===== config.mk =====
export PLATFORM = sky130hd
export DESIGN_NAME = tart_aq_prefetch
export DESIGN_NICKNAME = d
export VERILOG_FILES = /design/src/rtl/tart_aq_prefetch_pkg.sv /design/src/rtl/tart_sync_fifo.sv /design/src/rtl/tart_aq_prefetch.sv
export SDC_FILE = /design/constraint.sdc
export NUM_CORES = 1
export LEC_CHECK = 0
export ABC_AREA = 1
export BUFFER_PORTS_ARGS = -buffer_cell sky130_fd_sc_hd__buf_2
export CAP_MARGIN = 20
export CORE_MARGIN = 1
export CORE_UTILIZATION = 58
export DETAILED_ROUTE_END_ITERATION = 7
export PLACE_DENSITY = 0.85
export SLEW_MARGIN = 10
export SYNTH_ARGS = -nofsm -noshare
export SYNTH_HDL_FRONTEND = slang
export SYNTH_HIERARCHICAL = 1
export SYNTH_SLANG_ARGS = --single-unit

===== constraint.sdc =====
create_clock -name clk_i -period 2.8 [get_ports clk_i]
set_clock_uncertainty 0.1 [all_clocks]
set_input_delay 0.56 -clock clk_i [delete_from_list [all_inputs] [get_ports clk_i]]
set_output_delay 0.56 -clock clk_i [all_outputs]
set_load 0.01 [all_outputs]

===== src/rtl/tart_aq_prefetch_pkg.sv =====
// Shared register map, status bit layout and sizing helpers for the antenna-data readback unit.
package tart_aq_prefetch_pkg;

    localparam logic [1:0] AQ_STREAM  = 2'd0;
    localparam logic [1:0] AQ_STATUS  = 2'd1;
    localparam logic [1:0] AQ_CONTROL = 2'd2;

    // Status bit offsets counted down from the bus MSB; level fills the bits below ST_LEVEL.
    localparam int unsigned ST_UNDERRUN = 0;
    localparam int unsigned ST_OVERRUN  = 1;
    localparam int unsigned ST_EMPTY    = 2;
    localparam int unsigned ST_FULL     = 3;
    localparam int unsigned ST_LEVEL    = 4;

    typedef enum logic {
        PF_IDLE = 1'b0,
        PF_WAIT = 1'b1
    } pf_state_e;

    function automatic int unsigned nbytes(input int unsigned axnum, input int unsigned width);
        return (axnum + width - 1) / width;
    endfunction

endpackage


===== src/rtl/tart_sync_fifo.sv =====
// Synchronous FIFO, 2^ABITS x DW, with flush and occupancy level; head is a combinational peek.
module tart_sync_fifo #(
    parameter int unsigned DW    = 24,
    parameter int unsigned ABITS = 2
) (
    input  logic             clk_i,
    input  logic             rst_i,
    input  logic             flush,
    input  logic             push,
    input  logic [DW-1:0]    din,
    input  logic             pop,
    output logic [DW-1:0]    head_c,
    output logic [ABITS:0]   level,
    output logic             full_c,
    output logic             empty_c
);

    localparam int unsigned DEPTH = 2 ** ABITS;

    logic [DW-1:0]    mem [DEPTH];
    logic [ABITS-1:0] rd_ptr;
    logic [ABITS-1:0] wr_ptr;
    logic             push_ok_c;
    logic             pop_ok_c;

    assign full_c    = (level == (ABITS+1)'(DEPTH));
    assign empty_c   = (level == '0);
    assign push_ok_c = push && !full_c;
    assign pop_ok_c  = pop && !empty_c;
    assign head_c    = mem[rd_ptr];

    always_ff @(posedge clk_i) begin
        if (rst_i || flush) begin
            rd_ptr <= '0;
            wr_ptr <= '0;
            level  <= '0;
        end else begin
            if (push_ok_c) wr_ptr <= wr_ptr + 1'b1;
            if (pop_ok_c)  rd_ptr <= rd_ptr + 1'b1;
            case ({push_ok_c, pop_ok_c})
                2'b10:   level <= level + 1'b1;
                2'b01:   level <= level - 1'b1;
                default: level <= level;
            endcase
        end
    end

    always_ff @(posedge clk_i) begin
        if (push_ok_c && !flush) mem[wr_ptr] <= din;
    end

endmodule


===== src/rtl/tart_aq_prefetch.sv =====
// Raw antenna-data readback: prefetches samples from DRAM into a FIFO and streams them
// MSB-first over the SPI-side bus, with status/control registers and sticky error flags.
module tart_aq_prefetch
    import tart_aq_prefetch_pkg::*;
#(
    parameter int unsigned WIDTH   = 8,
    parameter int unsigned AXNUM   = 24,
    parameter int unsigned ABITS   = 2,
    parameter int unsigned CLASSIC = 0
) (
    input  logic              clk_i,
    input  logic              rst_i,
    input  logic              cyc_i,
    input  logic              stb_i,
    input  logic              we_i,
    output logic              ack_o,
    output logic              wat_o,
    output logic              rty_o,
    output logic              err_o,
    input  logic [1:0]        adr_i,
    input  logic [WIDTH-1:0]  dat_i,
    output logic [WIDTH-1:0]  dat_o,
    output logic              data_request,
    input  logic              data_ready,
    input  logic [AXNUM-1:0]  data_in,
    input  logic              spi_busy,
    output logic              aq_enabled,
    output logic [ABITS:0]    level
);

    localparam int unsigned NBYTES = nbytes(AXNUM, WIDTH);
    localparam int unsigned PW     = NBYTES * WIDTH;
    localparam int unsigned IW     = (NBYTES > 1) ? $clog2(NBYTES) : 1;
    localparam logic [IW-1:0] LAST_IDX = IW'(NBYTES - 1);

    logic             acc_c, rd_c, wr_c;
    logic             stream_rd_c, ctrl_wr_c, stat_wr_c, flush_c;
    logic             pop_c, push_c, req_c;
    logic [AXNUM-1:0] head_c;
    logic             full_c, empty_c;
    logic [PW-1:0]    padded_c;
    logic [WIDTH-1:0] byte_c, status_c, rdata_c;
    logic [IW-1:0]    index_q;
    logic             underrun_q, overrun_q, discard_q;
    pf_state_e        state_q, state_d;
    logic             unused_c;

    assign wat_o = 1'b0;
    assign rty_o = 1'b0;
    assign err_o = 1'b0;
    assign unused_c = ^dat_i[WIDTH-3:0];

    // Classic mode refuses a strobe while the previous ack is still high.
    assign acc_c       = cyc_i && stb_i && ((CLASSIC == 0) || !ack_o);
    assign rd_c        = acc_c && !we_i;
    assign wr_c        = acc_c && we_i;
    assign stream_rd_c = rd_c && (adr_i == AQ_STREAM);
    assign ctrl_wr_c   = wr_c && (adr_i == AQ_CONTROL);
    assign stat_wr_c   = wr_c && (adr_i == AQ_STATUS);
    assign flush_c     = ctrl_wr_c && dat_i[WIDTH-2];
    assign pop_c       = stream_rd_c && !empty_c && (index_q == LAST_IDX);
    assign push_c      = data_ready && !discard_q;

    tart_sync_fifo #(
        .DW    (AXNUM),
        .ABITS (ABITS)
    ) u_fifo (
        .clk_i   (clk_i),
        .rst_i   (rst_i),
        .flush   (flush_c),
        .push    (push_c),
        .din     (data_in),
        .pop     (pop_c),
        .head_c  (head_c),
        .level   (level),
        .full_c  (full_c),
        .empty_c (empty_c)
    );

    assign padded_c = PW'(head_c);
    assign byte_c   = WIDTH'(padded_c >> (32'(LAST_IDX - index_q) * WIDTH));

    always_comb begin
        status_c = '0;
        status_c[WIDTH-1-ST_UNDERRUN] = underrun_q;
        status_c[WIDTH-1-ST_OVERRUN]  = overrun_q;
        status_c[WIDTH-1-ST_EMPTY]    = empty_c;
        status_c[WIDTH-1-ST_FULL]     = full_c;
        status_c[WIDTH-1-ST_LEVEL:0]  = (WIDTH-ST_LEVEL)'(level);
    end

    always_comb begin
        rdata_c = '0;
        unique case (adr_i)
            AQ_STREAM:  rdata_c = empty_c ? '0 : byte_c;
            AQ_STATUS:  rdata_c = status_c;
            AQ_CONTROL: rdata_c[WIDTH-1] = aq_enabled;
            default:    rdata_c = '0;
        endcase
    end

    always_ff @(posedge clk_i) begin
        if (rst_i) begin
            ack_o      <= 1'b0;
            dat_o      <= '0;
            aq_enabled <= 1'b0;
        end else begin
            ack_o <= acc_c;
            if (acc_c)     dat_o      <= rd_c ? rdata_c : '0;
            if (ctrl_wr_c) aq_enabled <= dat_i[WIDTH-1];
        end
    end

    // Byte cursor into the head word; an ended SPI transaction rewinds to the MSB.
    always_ff @(posedge clk_i) begin
        if (rst_i || flush_c || !spi_busy) begin
            index_q <= '0;
        end else if (stream_rd_c && !empty_c) begin
            index_q <= (index_q == LAST_IDX) ? '0 : index_q + 1'b1;
        end
    end

    // Sticky flags: a new event wins over a same-cycle clear so none is lost.
    always_ff @(posedge clk_i) begin
        if (rst_i) begin
            underrun_q <= 1'b0;
            overrun_q  <= 1'b0;
        end else begin
            if (stream_rd_c && empty_c) underrun_q <= 1'b1;
            else if (stat_wr_c)         underrun_q <= 1'b0;
            if (push_c && full_c && !flush_c) overrun_q <= 1'b1;
            else if (stat_wr_c)               overrun_q <= 1'b0;
        end
    end

    // A flush while a fetch is in flight marks that fetch's data for discard.
    always_ff @(posedge clk_i) begin
        if (rst_i) begin
            discard_q <= 1'b0;
        end else if (data_ready) begin
            discard_q <= 1'b0;
        end else if (flush_c && (state_q == PF_WAIT)) begin
            discard_q <= 1'b1;
        end
    end

    always_ff @(posedge clk_i) begin
        if (rst_i) begin
            state_q      <= PF_IDLE;
            data_request <= 1'b0;
        end else begin
            state_q      <= state_d;
            data_request <= req_c;
        end
    end

    always_comb begin
        state_d = state_q;
        req_c   = 1'b0;
        unique case (state_q)
            PF_IDLE: begin
                if (aq_enabled && !full_c && !flush_c) begin
                    req_c   = 1'b1;
                    state_d = PF_WAIT;
                end
            end
            PF_WAIT: begin
                if (data_ready) state_d = PF_IDLE;
            end
            default: state_d = PF_IDLE;
        endcase
    end

endmodule

# Word-level counts from Yosys, hierarchy flattened
# Memories as Yosys holds them, arrays and structs flattened. A register that Yosys moved wholly into a read port is not among the register bits.
# Cells that the tools add are included.
# totals
mem_count	1
in_bits	41
ram_bits	96
register_bits	24
out_inout_bits	17
# memory_table
memory	words	word_bits	rd	rd_clocked_by_memory_dff	write_ports	line_no	rtl
u_fifo.mem	4	24	1	1	1	tart_sync_fifo.sv:20	logic [DW-1:0] mem [DEPTH];
# classes
n_eq_ne	6
reduce_logical	34
n_addsub	6
bitwise_logic	1
n_mux	16
shifts	1
# op_table
op	count
24-bit by 32-bit right shift with 8-bit output	1
1-bit logical AND	19
8-bit two-way mux	2
7-bit one-hot mux with 2 select lines	1
1-bit two-way mux	7
2-bit by 1-bit adder with 2-bit output, second input constant	3
2-bit equality test, second input constant	3
1-bit zero test	6
2-bit two-way mux	3
3-bit one-hot mux with 2 select lines	1
2-bit nonzero test	3
2-bit by 1-bit equality test with 1-bit output, second input constant	2
2-bit OR reduction	2
3-bit by 1-bit adder with 3-bit output, second input constant	1
3-bit equality test, second input constant	1
3-bit zero test	1
1-bit one-hot mux with 3 select lines	1
2-bit by 2-bit subtractor with 3-bit output, first input constant	1
3-bit by 1-bit subtractor with 3-bit output, second input constant	1
2-bit zero test	1
1-bit logical OR	2
1-bit one-hot mux with 2 select lines	1
1-bit NOT	1

# Logic depth before layout (Yosys ltp)
# Gate-level depths: netlist of the first run.
# logic_depth
ltp_word	8
depth_mapped	17

# By module
# The synthesis of the first run kept the hierarchy.
# by_module_without_submodules
module	area_each_um2	cells_per_inst	instances
tart_sync_fifo	4246.6	309	1
tart_aq_prefetch	1139.8	174	1

# Least setup slack after synthesis of the first run
# Ideal clock, no wire load.
# synth_timing
path_type	input port to flip-flop
start	input data_ready
end	memory u_fifo.mem[1][0] (enable)
path_buffers	0
cell_stages	6
setup_ns	0.405
setup_slack_ns	0.149
t_arrival_ns	2.146
required_ns	2.295
path_cell_list	inv_1 -> nor2_1 -> inv_1 -> nor2_1 -> nand2_1 -> nor2_1
# synth_between
elab_chain_cells	5
# synth_lines
element	line_no	rtl
from (decl)	tart_aq_prefetch.sv:24	input logic data_ready,
1-bit logical AND	tart_aq_prefetch.sv:62	assign push_c = data_ready && !discard_q;
via push_c	tart_aq_prefetch.sv:38	logic pop_c, push_c, req_c;
1-bit logical AND	tart_sync_fifo.sv:28	assign push_ok_c = push && !full_c;
1-bit logical AND	tart_sync_fifo.sv:49	if (push_ok_c && !flush) mem[wr_ptr] <= din;
1-bit two-way mux	tart_sync_fifo.sv:49	
1-bit two-way mux (not written as such)	tart_sync_fifo.sv:49	
to (decl)	tart_sync_fifo.sv:20	
# The timed path passes the listed nets, and every way through them passes these cells.

# Worst setup path after layout of the first run
# layout_timing
start	register u_fifo.level[0]
end	register u_fifo.level[2]
# layout_between
elab_chain_cells	7
# layout_lines
element	line_no	rtl
from (decl)	tart_sync_fifo.sv:13	output logic [ABITS:0] level,
from (signal assigned)	tart_sync_fifo.sv:41	2'b10: level <= level + 1'b1;
from (signal assigned)	tart_sync_fifo.sv:42	2'b01: level <= level - 1'b1;
from (signal assigned)	tart_sync_fifo.sv:43	default: level <= level;
3-bit zero test *	tart_sync_fifo.sv:27	assign empty_c = (level == '0);
via empty_c	tart_aq_prefetch.sv:40	logic full_c, empty_c;
1-bit zero test *	tart_aq_prefetch.sv:61	assign pop_c = stream_rd_c && !empty_c && (index_q == LAST_IDX);
1-bit logical AND * (2 in a row)	tart_aq_prefetch.sv:61	
via pop_c	tart_aq_prefetch.sv:38	
1-bit logical AND *	tart_sync_fifo.sv:29	assign pop_ok_c = pop && !empty_c;
2-bit by 1-bit equality test with 1-bit output / 2-bit equality test (equally long branches)	tart_sync_fifo.sv:40	case ({push_ok_c, pop_ok_c})
3-bit one-hot mux with 2 select lines / 2-bit nonzero test (equally long branches)	--	
# The timed path passes the listed nets; every way through them passes the cells marked *.
# A chain may end at the register's enable or synchronous reset.

==> results.md, run 1 <==
* Hold Startpoint: data_in[15]
* Crit path DAT at 2.89 ns
* CTS root buffer: clkbuf_8
* Global-route wire length before repair at 18.37 mm
* Final Critical Period at 2.546 ns
* Hold Path Class: in2reg
* Max-cap viol count at 0
* Final WS setup at 0.2542 ns
* Warnings, synthesis at 6
* Post-route ant nets at 0
* Initial antenna violation count at 0
* DRC Markers at 9
* Initial DRC Count at 290
* Worst setup SP type: flip-flop
* IO buf count at 48
* Die Ht at 98.37 µm
* Pwr Density at 703.3 nW/µm²
* RSZ-0062 raised after global routing: no
* Core Region at 8848 µm²
* Mean Syn Cell Area at 11.15 µm²
* Pin count of the biggest net entering global routing at 49
* Share of cells above drive strength 1 at 0.3051
* CTS tree: yes
* Post-route insts no fill at 662
* Failing checks: design-rule violations
* Placed cell area at 5729 µm²
* Commonest cells after routing, fill and taps aside: 96 x edfxtp_1, 88 x nand2_1, 48 x buf_2
* Worst skew pair latency at 0.52 ns
* CP max FO at 4
* Area grow syn2layout at 17.40%
* Ant diodes at 0
* Status: finished, violations left
* Hold path depth at 1
* Fin crit share at 0.9092
* Worst slack at placement at 0.2505 ns
* H-tree depth at 4
* GRT Residual Overflow at 0
* Fmax at 0.3928 GHz
* Initial Utilization at 0.6087
* Lkg Pwr at 2.448 nW
* Worst R2R Setup Slack at 0.25 ns
* Nets at 592
* Vias per cell at 5.779
* Routed WL at 11.46 mm
* RePlAce Congestion at 0.8019
* Post-CTS Hold Fix Bufs at 0
* Reg-to-Reg End: u_fifo/level[2]
* Worst-path clk slew at 0.06 ns
* Pins Over Slew Limit at 0
* Final core utilization at 0.7146
* GRT Total Usage at 0.2550
* Die width at 98.37 µm
* DRT Pass-1 Iters at 8
* Yosys reg bits at 122
* CTS Buf Count at 17
* R2R depth at 16
* Worst Setup End Kind: flip-flop
* CTS Buffer Depth at 2
* Commonest non-fill, non-tap cell in the layout: edfxtp_1
* Peak VDD IR at 0.0005644 V
* Final hold violations at 0
* Die area at 9677 µm²
* Setup TNS at 0 ns
* Sink Count at 122
* # Post-CTS Setup Buffers at 0
* Hold EP: u_fifo/mem[3][15]
* Post-route design area at 6324 µm²
* Seq/Total Area, Yosys at 0.6318
* Mapped Area at 5386 µm²
* Post-DR wirelength/cell at 17.31 µm
* Top Ports at 58
* Number of global-route vias before repair at 3890
* Worst endpoint required time at 3.14 ns
* Reg-to-Reg Start: u_fifo/level[0]
* Unique masters post-synth at 29
* Via count at 3826
* DP HPWL at 6.868 mm
* Placed insts at 630
* Row cnt at 34
* Gate Count Post-Synth at 483
* Crit Path Category: reg2reg
* Final setup fails at 0
==> logic make-up (layout without fill, tap and decap cells) <==
family	Yosys count	after routing	share of synthesized area
adder cells (fa/ha/maj)	10	10	0.02462
AO/OA/AOI/OAI	96	96	0.1245
flip-flops	122	122	0.6318
buffers and inverters	63	132	0.05923
other	1	3	0.0006962
AND/OR/NAND/NOR	191	191	0.1591
==> routing by layer <==
| layer | vias up | wire length (µm) | global-route usage |
|---|---|---|---|
| met4 | 0 | 406 | 0.1286 |
| met2 | 192 | 5845 | 0.4420 |
| met1 | 1825 | 4319 | 0.2872 |
| met5 | - | 0 | 0 |
| met3 | 42 | 889 | 0.07516 |
| li1 | 1767 | - | - |
==> worst max path at each step <==
stage | start | end | cells after the start
finish | u_fifo/level[0] | u_fifo/level[2] | 16
global route | u_fifo/level[0] | u_fifo/level[2] | 16
CTS | u_fifo/level[2] | u_fifo/level[2] | 16
detailed placement | adr_i[0] | u_fifo/level[2] | 17
global placement | adr_i[0] | u_fifo/level[2] | 17
floorplan | data_ready | u_fifo/mem[1][0] | 6
==> layout make-up <==
type | count | area (µm²)
repair buffers | 59 | 347.8
fillers | 566 | 2525
inverters | 41 | 161.4
flip-flops and latches | 122 | 3406
clock inverters | 14 | 171.4
multi-input cells | 300 | 1684
clock buffers | 18 | 417.9
well taps | 108 | 135.1
==> cells in the mapped netlist (all sizes together) <==
cell type | instances | area share
clkbuf | 2 | 0.0014
inv | 41 | 0.030
nand4 | 2 | 0.0035
fa | 1 | 0.0037
buf | 20 | 0.028
o21ai | 51 | 0.047
dfxtp | 26 | 0.097
edfxtp | 96 | 0.54
nor2 | 72 | 0.065
nand2 | 92 | 0.066
nand3 | 24 | 0.023
a21oi | 20 | 0.025
ha | 9 | 0.021
o22ai | 25 | 0.052
conb | 1 | 0.00070
nand3b | 1 | 0.0014
==> through the flow <==
| stage | hold slack [ns] | power, W |
|---|---|---|
| 2_1_floorplan | 0.3275 | 0.002226 |
| 3_3_place_gp | 0.3366 | 0.002312 |
| 3_5_place_dp | 0.3601 | 0.002327 |
| 4_1_cts | 0.1336 | 0.004455 |
| 5_1_grt | 0.1278 | 0.004571 |
| 6_report | 0.1483 | 0.004447 |
==> worst max-delay path, cell delays in order, from the launching register on <==
cell and delay, ns:
dfxtp_1 0.37, nor2_1 0.10, nand2_1 0.14, inv_1 0.09, inv_1 0.10, nand3_2 0.14
nor2_2 0.17, nand2_1 0.10, inv_2 0.08, ha_1 0.16, inv_1 0.07, fa_1 0.38
nand2_1 0.10, nand3_1 0.10, nand2_1 0.10, nand2_1 0.07, nor2_1 0.12
==> flip-flops by register name, summed over array words and instances, names as in the netlist, named ones only <==
register,count
ack_o,1
aq_enabled,1
dat_o,8
data_request,1
discard_q,1
index_q,2
overrun_q,1
state_q,1
u_fifo/level,3
u_fifo/mem,96
u_fifo/rd_ptr,2
u_fifo/wr_ptr,2
underrun_q,1
==> repair_timing <==
action / 4_1_cts / 5_1_grt
endpoints found under the hold margin: 0 / 0
endpoints found under the setup margin: 0 / 1
resized for setup: 0 / 3
==> power breakdown <==
part / total, W / switching, W / internal (W)
combinational: 0.000240 / 0.000158 / 0.0000826
sequential: 0.00206 / 0.0000233 / 0.00203
clock: 0.00215 / 0.000794 / 0.00136
total: 0.00445 / 0.000975 / 0.00347
Power figures use the tool's default switching activity.
==> run 2: changes to the inputs <==
--- a/config.mk
+++ b/config.mk
@@ -5,13 +5,12 @@
 export SDC_FILE = /design/constraint.sdc
 export NUM_CORES = 1
 export LEC_CHECK = 0
-export ABC_AREA = 1
 export BUFFER_PORTS_ARGS = -buffer_cell sky130_fd_sc_hd__buf_2
 export CAP_MARGIN = 20
 export CORE_MARGIN = 1
-export CORE_UTILIZATION = 58
+export CORE_UTILIZATION = 62
 export DETAILED_ROUTE_END_ITERATION = 7
-export PLACE_DENSITY = 0.85
+export PLACE_DENSITY = 0.9
 export SLEW_MARGIN = 10
 export SYNTH_ARGS = -nofsm -noshare
 export SYNTH_HDL_FRONTEND = slang
==> constraint.sdc (replaced) <==
create_clock -name clk_i -period 3.13 [get_ports clk_i]
set_clock_uncertainty 0.1 [all_clocks]
set_input_delay 0.626 -clock clk_i [delete_from_list [all_inputs] [get_ports clk_i]]
set_output_delay 0.626 -clock clk_i [all_outputs]
set_load 0.01 [all_outputs]
==> results.md, run 2 <==
* Reg-to-Reg Start: u_fifo/level[0]
* Post-route ant nets at 0
* RePlAce Congestion at 0.8611
* CTS Buffer Depth at 2
* GRT Residual Overflow at 0
* Layout fillers at 425
* DRC Markers at 0
* Number of global-route vias before repair at 2819
* R2R depth at 11
* Clock Power Share at 0.472
* CP max FO at 7
* Biggest register: u_fifo/mem
* Worst-path clk slew at 0.06 ns
* Post-route design area at 5891 µm²
* Sw Share at 0.2239
* H-tree depth at 4
* DP HPWL at 5.668 mm
* Die width at 91.54 µm
* Warnings, synthesis at 6
* Mean Syn Cell Area at 17.20 µm²
* CTS Buf Count at 17
* Unique masters post-synth at 54
* Worst setup SP type: flip-flop
* Pint at 0.002948 W
* Comb pwr share at 0.047
* Regs by FF count: u_fifo/mem (96), dat_o (8), u_fifo/level (3)
* Fin crit share at 0.8984
* Placed cell area at 5334 µm²
* Worst R2R Setup Slack at 0.32 ns
* Final Critical Period at 2.812 ns
* CTS root buffer: clkbuf_8
* Worst slew pin tran at 0.8417 ns
* Vias per cell at 6.117
* Global-route wire length before repair at 14.43 mm
* Status: complete, no violations
* Seq pwr share at 0.481
* Largest cells by area after synthesis: edfxtp_1 58%, dfxtp_1 10%, mux4_2 9.1%
* IO buf count at 48
* Nets at 405
* Crit path DAT at 3.15 ns
* Max-cap viol count at 0
* Commonest non-fill, non-tap cell in the layout: edfxtp_1
* Yosys reg bits at 122
* Area grow syn2layout at 18.50%
* Dominant cell by count in the synthesized netlist: edfxtp_1
* Worst endpoint required time at 3.46 ns
* Initial antenna violation count at 0
* Final core utilization at 0.7623
* Lkg Pwr at 2.101 nW
* Pwr Density at 644.8 nW/µm²
* Routed WL at 9.310 mm
* DRT Pass-1 Iters at 5
* Initial DRC Count at 213
* Post-synth top area cell: edfxtp_1
* Share of flip-flops with an asynchronous set or reset at 0
* Post-cts gate resize count at 0
* Max FFs per register at 96
* Die area at 8380 µm²
* Crit Path Category: reg2reg
* Final setup fails at 0
* Top_reg_cell synth: edfxtp_1
* Relative slew slack at 0.4377
* Peak VDD IR at 0.0004753 V
* Synth top cells by count: 96 x edfxtp_1, 26 x dfxtp_1, 20 x mux4_2, 10 x a21oi_1, 10 x inv_1
* Post-synth EDFFs at 96
* Row cnt at 32
* Worst skew pair latency at 0.50 ns
* Gate Count Post-Synth at 289
* Top-area cell type share of the netlist area at 0.5799
* Commonest cells after routing, fill and taps aside: 96 x edfxtp_1, 48 x buf_2, 26 x dfxtp_1
* Initial Utilization at 0.6433
* Pins Over Slew Limit at 0
* Worst Setup End Kind: flip-flop
* Hold EP: u_fifo/mem[2][3]
* P_sw at 0.0008505 W
* # Post-CTS Setup Buffers at 0
* Ant diodes at 0
* Hold Startpoint: data_in[3]
* Origin of the worst setup path: u_fifo/level[0]
* Worst Hold Slack at 0.2313 ns
* CTS tree: yes
* Core Region at 7727 µm²
* RSZ-0062 raised after global routing: no
* Share of cells above drive strength 1 at 0.3597
* Fmax at 0.3556 GHz
* Pin count of the biggest net entering global routing at 25
* GRT Total Usage at 0.2412
* Final hold violations at 0
* Mapped Area at 4971 µm²
* Seq/Total Area, Yosys at 0.6846
* Die Ht at 91.54 µm
* Via count at 2869
* Post-DR wirelength/cell at 19.85 µm
* Hold path depth at 1
* Hold Path Class: in2reg
* Sink Count at 122
* Post-CTS Hold Fix Bufs at 0
* Reg-to-Reg End: u_fifo/level[2]
* Top Ports at 58
[run 2: cell count changes after synthesis, sizes merged, moves of 9 or more]
| cell | change |
|---|---|
| nand2 | -85 |
| o21ai | -37 |
| mux4 | +24 |
| nor2 | -64 |
| inv | -30 |
| buf | -11 |
| o22ai | -25 |
| nand3 | -18 |
| a21oi | -9 |
[run 2: cells by family after synthesis]
family	share of synthesized area
adders and majority gates	0.02668
other	0.0007544
muxes	0.1296
DFF	0.6846
and+or+nand+nor	0.05588
AOI/OAI and AO/OA	0.06620
buffers and inverters	0.03096
xor gates and xnor gates	0.005287
[run 2: final cells by class]
cell class	count	area (µm²)	area share
clock buffers	17	414.1	0.07031
repair buffers	58	315.3	0.05353
well taps	102	127.6	0.02167
multi-input cells	143	1441	0.2447
clock inverters	15	142.6	0.02421
inverters	12	46.29	0.007859
flip-flops and latches	122	3403	0.5777
[run 2: critical path, cell delays in order, from the launching register on]
cell	delay, ns
dfxtp_1	0.47
nor3_1	0.12
nor3_1	0.32
and3_1	0.26
o31ai_1	0.12
inv_1	0.09
ha_1	0.19
inv_1	0.06
fa_1	0.37
xor2_1	0.17
or3_1	0.32
a21oi_1	0.16
[run 2: layer usage]
| metal | vias up | wire length (µm) | global-route usage |
|---|---|---|---|
| li1 | 1286 | - | - |
| met1 | 1448 | 3886 | 0.3115 |
| met2 | 115 | 4781 | 0.4023 |
| met3 | 20 | 473 | 0.05779 |
| met4 | 0 | 169 | 0.08598 |
| met5 | - | 0 | 0 |
[run 2: how the worst max path moves through the flow]
stage	endpoint	slack, ns	cells after the start
2_1_floorplan	u_fifo/mem[0][0]	-0.30	3
3_3_place_gp	u_fifo/level[2]	0.34	11
3_5_place_dp	u_fifo/level[2]	0.26	11
4_1_cts	u_fifo/level[2]	0.34	11
5_1_grt	u_fifo/level[2]	0.10	11
6_report	u_fifo/level[2]	0.32	11
[run 2: power by group through the flow]
stage          registers (W)  logic (W)  clock network (W)
5_1_grt              0.00183   0.000195            0.00189
4_1_cts              0.00183   0.000180            0.00181
2_1_floorplan        0.00186  0.0000982                  0
6_report             0.00183   0.000179            0.00179
3_5_place_dp         0.00186   0.000176                  0
3_3_place_gp         0.00186   0.000170                  0
[run 2: per-stage QoR]
step / setup slack, ns / TNS [ns] / std cells / total power [W]
2_1_floorplan: -0.3003 / -28.41 / 291 / 0.001957
3_3_place_gp: 0.3392 / 0 / 437 / 0.002025
3_5_place_dp: 0.2625 / 0 / 437 / 0.002037
4_1_cts: 0.3411 / 0 / 469 / 0.003818
5_1_grt: 0.1023 / 0 / 469 / 0.003912
6_report: 0.3179 / 0 / 469 / 0.003798
==> run 3: changes to the inputs <==
--- a/config.mk
+++ b/config.mk
@@ -5,12 +5,14 @@
 export SDC_FILE = /design/constraint.sdc
 export NUM_CORES = 1
 export LEC_CHECK = 0
+export ABC_AREA = 1
 export BUFFER_PORTS_ARGS = -buffer_cell sky130_fd_sc_hd__buf_2
 export CAP_MARGIN = 20
 export CORE_MARGIN = 1
-export CORE_UTILIZATION = 62
+export CORE_UTILIZATION = 63
 export DETAILED_ROUTE_END_ITERATION = 7
-export PLACE_DENSITY = 0.9
+export GPL_ROUTABILITY_DRIVEN = 0
+export PLACE_DENSITY = 0.91
 export SLEW_MARGIN = 10
 export SYNTH_ARGS = -nofsm -noshare
 export SYNTH_HDL_FRONTEND = slang
==> results.md, run 3 (synthesis results as in run 1) <==
* Sw Share at 0.2299
* Setup TNS at 0 ns
* Row cnt at 33
* CTS root buffer: clkbuf_8
* H-tree depth at 4
* Fmax at 0.3847 GHz
* Initial Utilization at 0.6523
* Post-route insts no fill at 655
* Worst-path clk slew at 0.06 ns
* Global-route wire length before repair at 17.89 mm
* Max-cap viol count at 0
* Worst Hold Slack at 0.2077 ns
* Pint at 0.003033 W
* Worst slack at placement at 0.3213 ns
* Status: complete, no violations
* Post-route ant nets at 0
* Crit path DAT at 2.91 ns
* Initial antenna violation count at 0
* R2R depth at 17
* GRT Total Usage at 0.2801
* GRT Residual Overflow at 0
* CTS tree: yes
* DP HPWL at 6.501 mm
* Peak VDD IR at 0.0008355 V
* Via count at 3844
* Regs by FF count: u_fifo/mem (96), dat_o (8), u_fifo/level (3)
* Die area at 8924 µm²
* Post-CTS Hold Fix Bufs at 0
* Core Region at 8258 µm²
* Relative slew slack at 0.3359
* Placed insts at 622
* Final Critical Period at 2.599 ns
* Post-DR wirelength/cell at 17.49 µm
* Fin crit share at 0.8304
* Pin count of the biggest net entering global routing at 49
* Worst setup SP type: flip-flop
* Comb pwr share at 0.052
* Initial DRC Count at 338
* Final hold violations at 0
* Sink Count at 122
* P_sw at 0.0009054 W
* DRT Pass-1 Iters at 5
* Worst Setup End Kind: flip-flop
* Post-cts gate resize count at 0
* # Post-CTS Setup Buffers at 0
* Multi-input logic area at 1682 µm²
* Pins Over Slew Limit at 0
* Final WS setup at 0.5309 ns
* Worst skew pair latency at 0.52 ns
* CTS Buffer Depth at 2
* Worst slew pin tran at 0.9947 ns
* Lkg Pwr at 2.408 nW
* CP max FO at 5
* Area grow syn2layout at 15.93%
* Top Ports at 58
* Hold path depth at 1
* Number of global-route vias before repair at 3876
* Share of cells above drive strength 1 at 0.2969
* IO buf count at 48
* Commonest non-fill, non-tap cell in the layout: edfxtp_1
* Routed WL at 11.46 mm
* Reg area at 3403 µm²
* Pwr Density at 630.7 nW/µm²
* Final setup fails at 0
* Hold Path Class: in2reg
* Commonest cells after routing, fill and taps aside: 96 x edfxtp_1, 88 x nand2_1, 48 x buf_2
* Die Ht at 94.47 µm
* RSZ-0062 raised after global routing: no
* Nets at 587
* Seq pwr share at 0.467
* Layout fillers at 499
* Total design power at 0.003939 W
* CTS Buf Count at 17
* Die width at 94.47 µm
* Crit Path Category: reg2reg
* DRC Markers at 0
* Vias per cell at 5.869
* Max FFs per register at 96
* Clock Power Share at 0.481
* Biggest register: u_fifo/mem
* Worst endpoint required time at 3.44 ns
-- run 3: final timing paths --
kind / to / slack, ns / from
worst max register to register: u_fifo/level[2] / 0.53 / u_fifo/level[1]
worst min register to register: discard_q / 0.35 / discard_q
worst min-delay path: u_fifo/mem[3][10] / 0.21 / data_in[10]
worst max-delay path: u_fifo/level[2] / 0.53 / u_fifo/level[1]
-- run 3: power by group through the flow --
stage               Combinational, W  Clock (W)  Sequential (W)
finish                      0.000206    0.00189         0.00184
global route                0.000227    0.00198         0.00184
CTS                         0.000204    0.00191         0.00184
detailed placement          0.000200          0         0.00187
global placement            0.000193          0         0.00187
floorplan                   0.000121          0         0.00187
-- run 3: through the flow --
step / cell area, µm² / util
global route: 6242 / 0.7559
finish: 6245 / 0.7562
global placement: 5663 / 0.6858
CTS: 6242 / 0.7559
floorplan: 5394 / -
detailed placement: 5663 / 0.6858
-- run 3: layer usage --
metal | global-route usage | part of all wire | up-vias
met4 | 0.1528 | 0.025 | 0
met5 | 0 | 0 | -
met1 | 0.3167 | 0.39 | 1885
li1 | - | - | 1764
met2 | 0.4795 | 0.51 | 174
met3 | 0.07971 | 0.076 | 21
-- run 3: final cells by class --
cell class                      instances  share of cell area
Timing Repair Buffer                   54             0.04568
Multi-Input combinational cell        300              0.2693
Clock buffer                           17             0.06632
Sequential cell                       122              0.5450
Antenna cell                            1           0.0004007
Clock inverter                         15             0.02645
Tap cell                              105             0.02104
Inverter                               41             0.02585
-- run 3: worst max-delay path, stage by stage (launching register included) --
cell,delay (ns)
dfxtp_1,0.42
nor2_1,0.10
nand2_1,0.15
inv_1,0.09
inv_1,0.09
nand3_2,0.12
nor2_1,0.19
nand2_1,0.11
inv_2,0.08
ha_1,0.16
inv_1,0.07
fa_1,0.38
inv_1,0.08
nand2_1,0.06
nand3_1,0.09
nand2_1,0.08
nand2_1,0.06
nor2_1,0.05
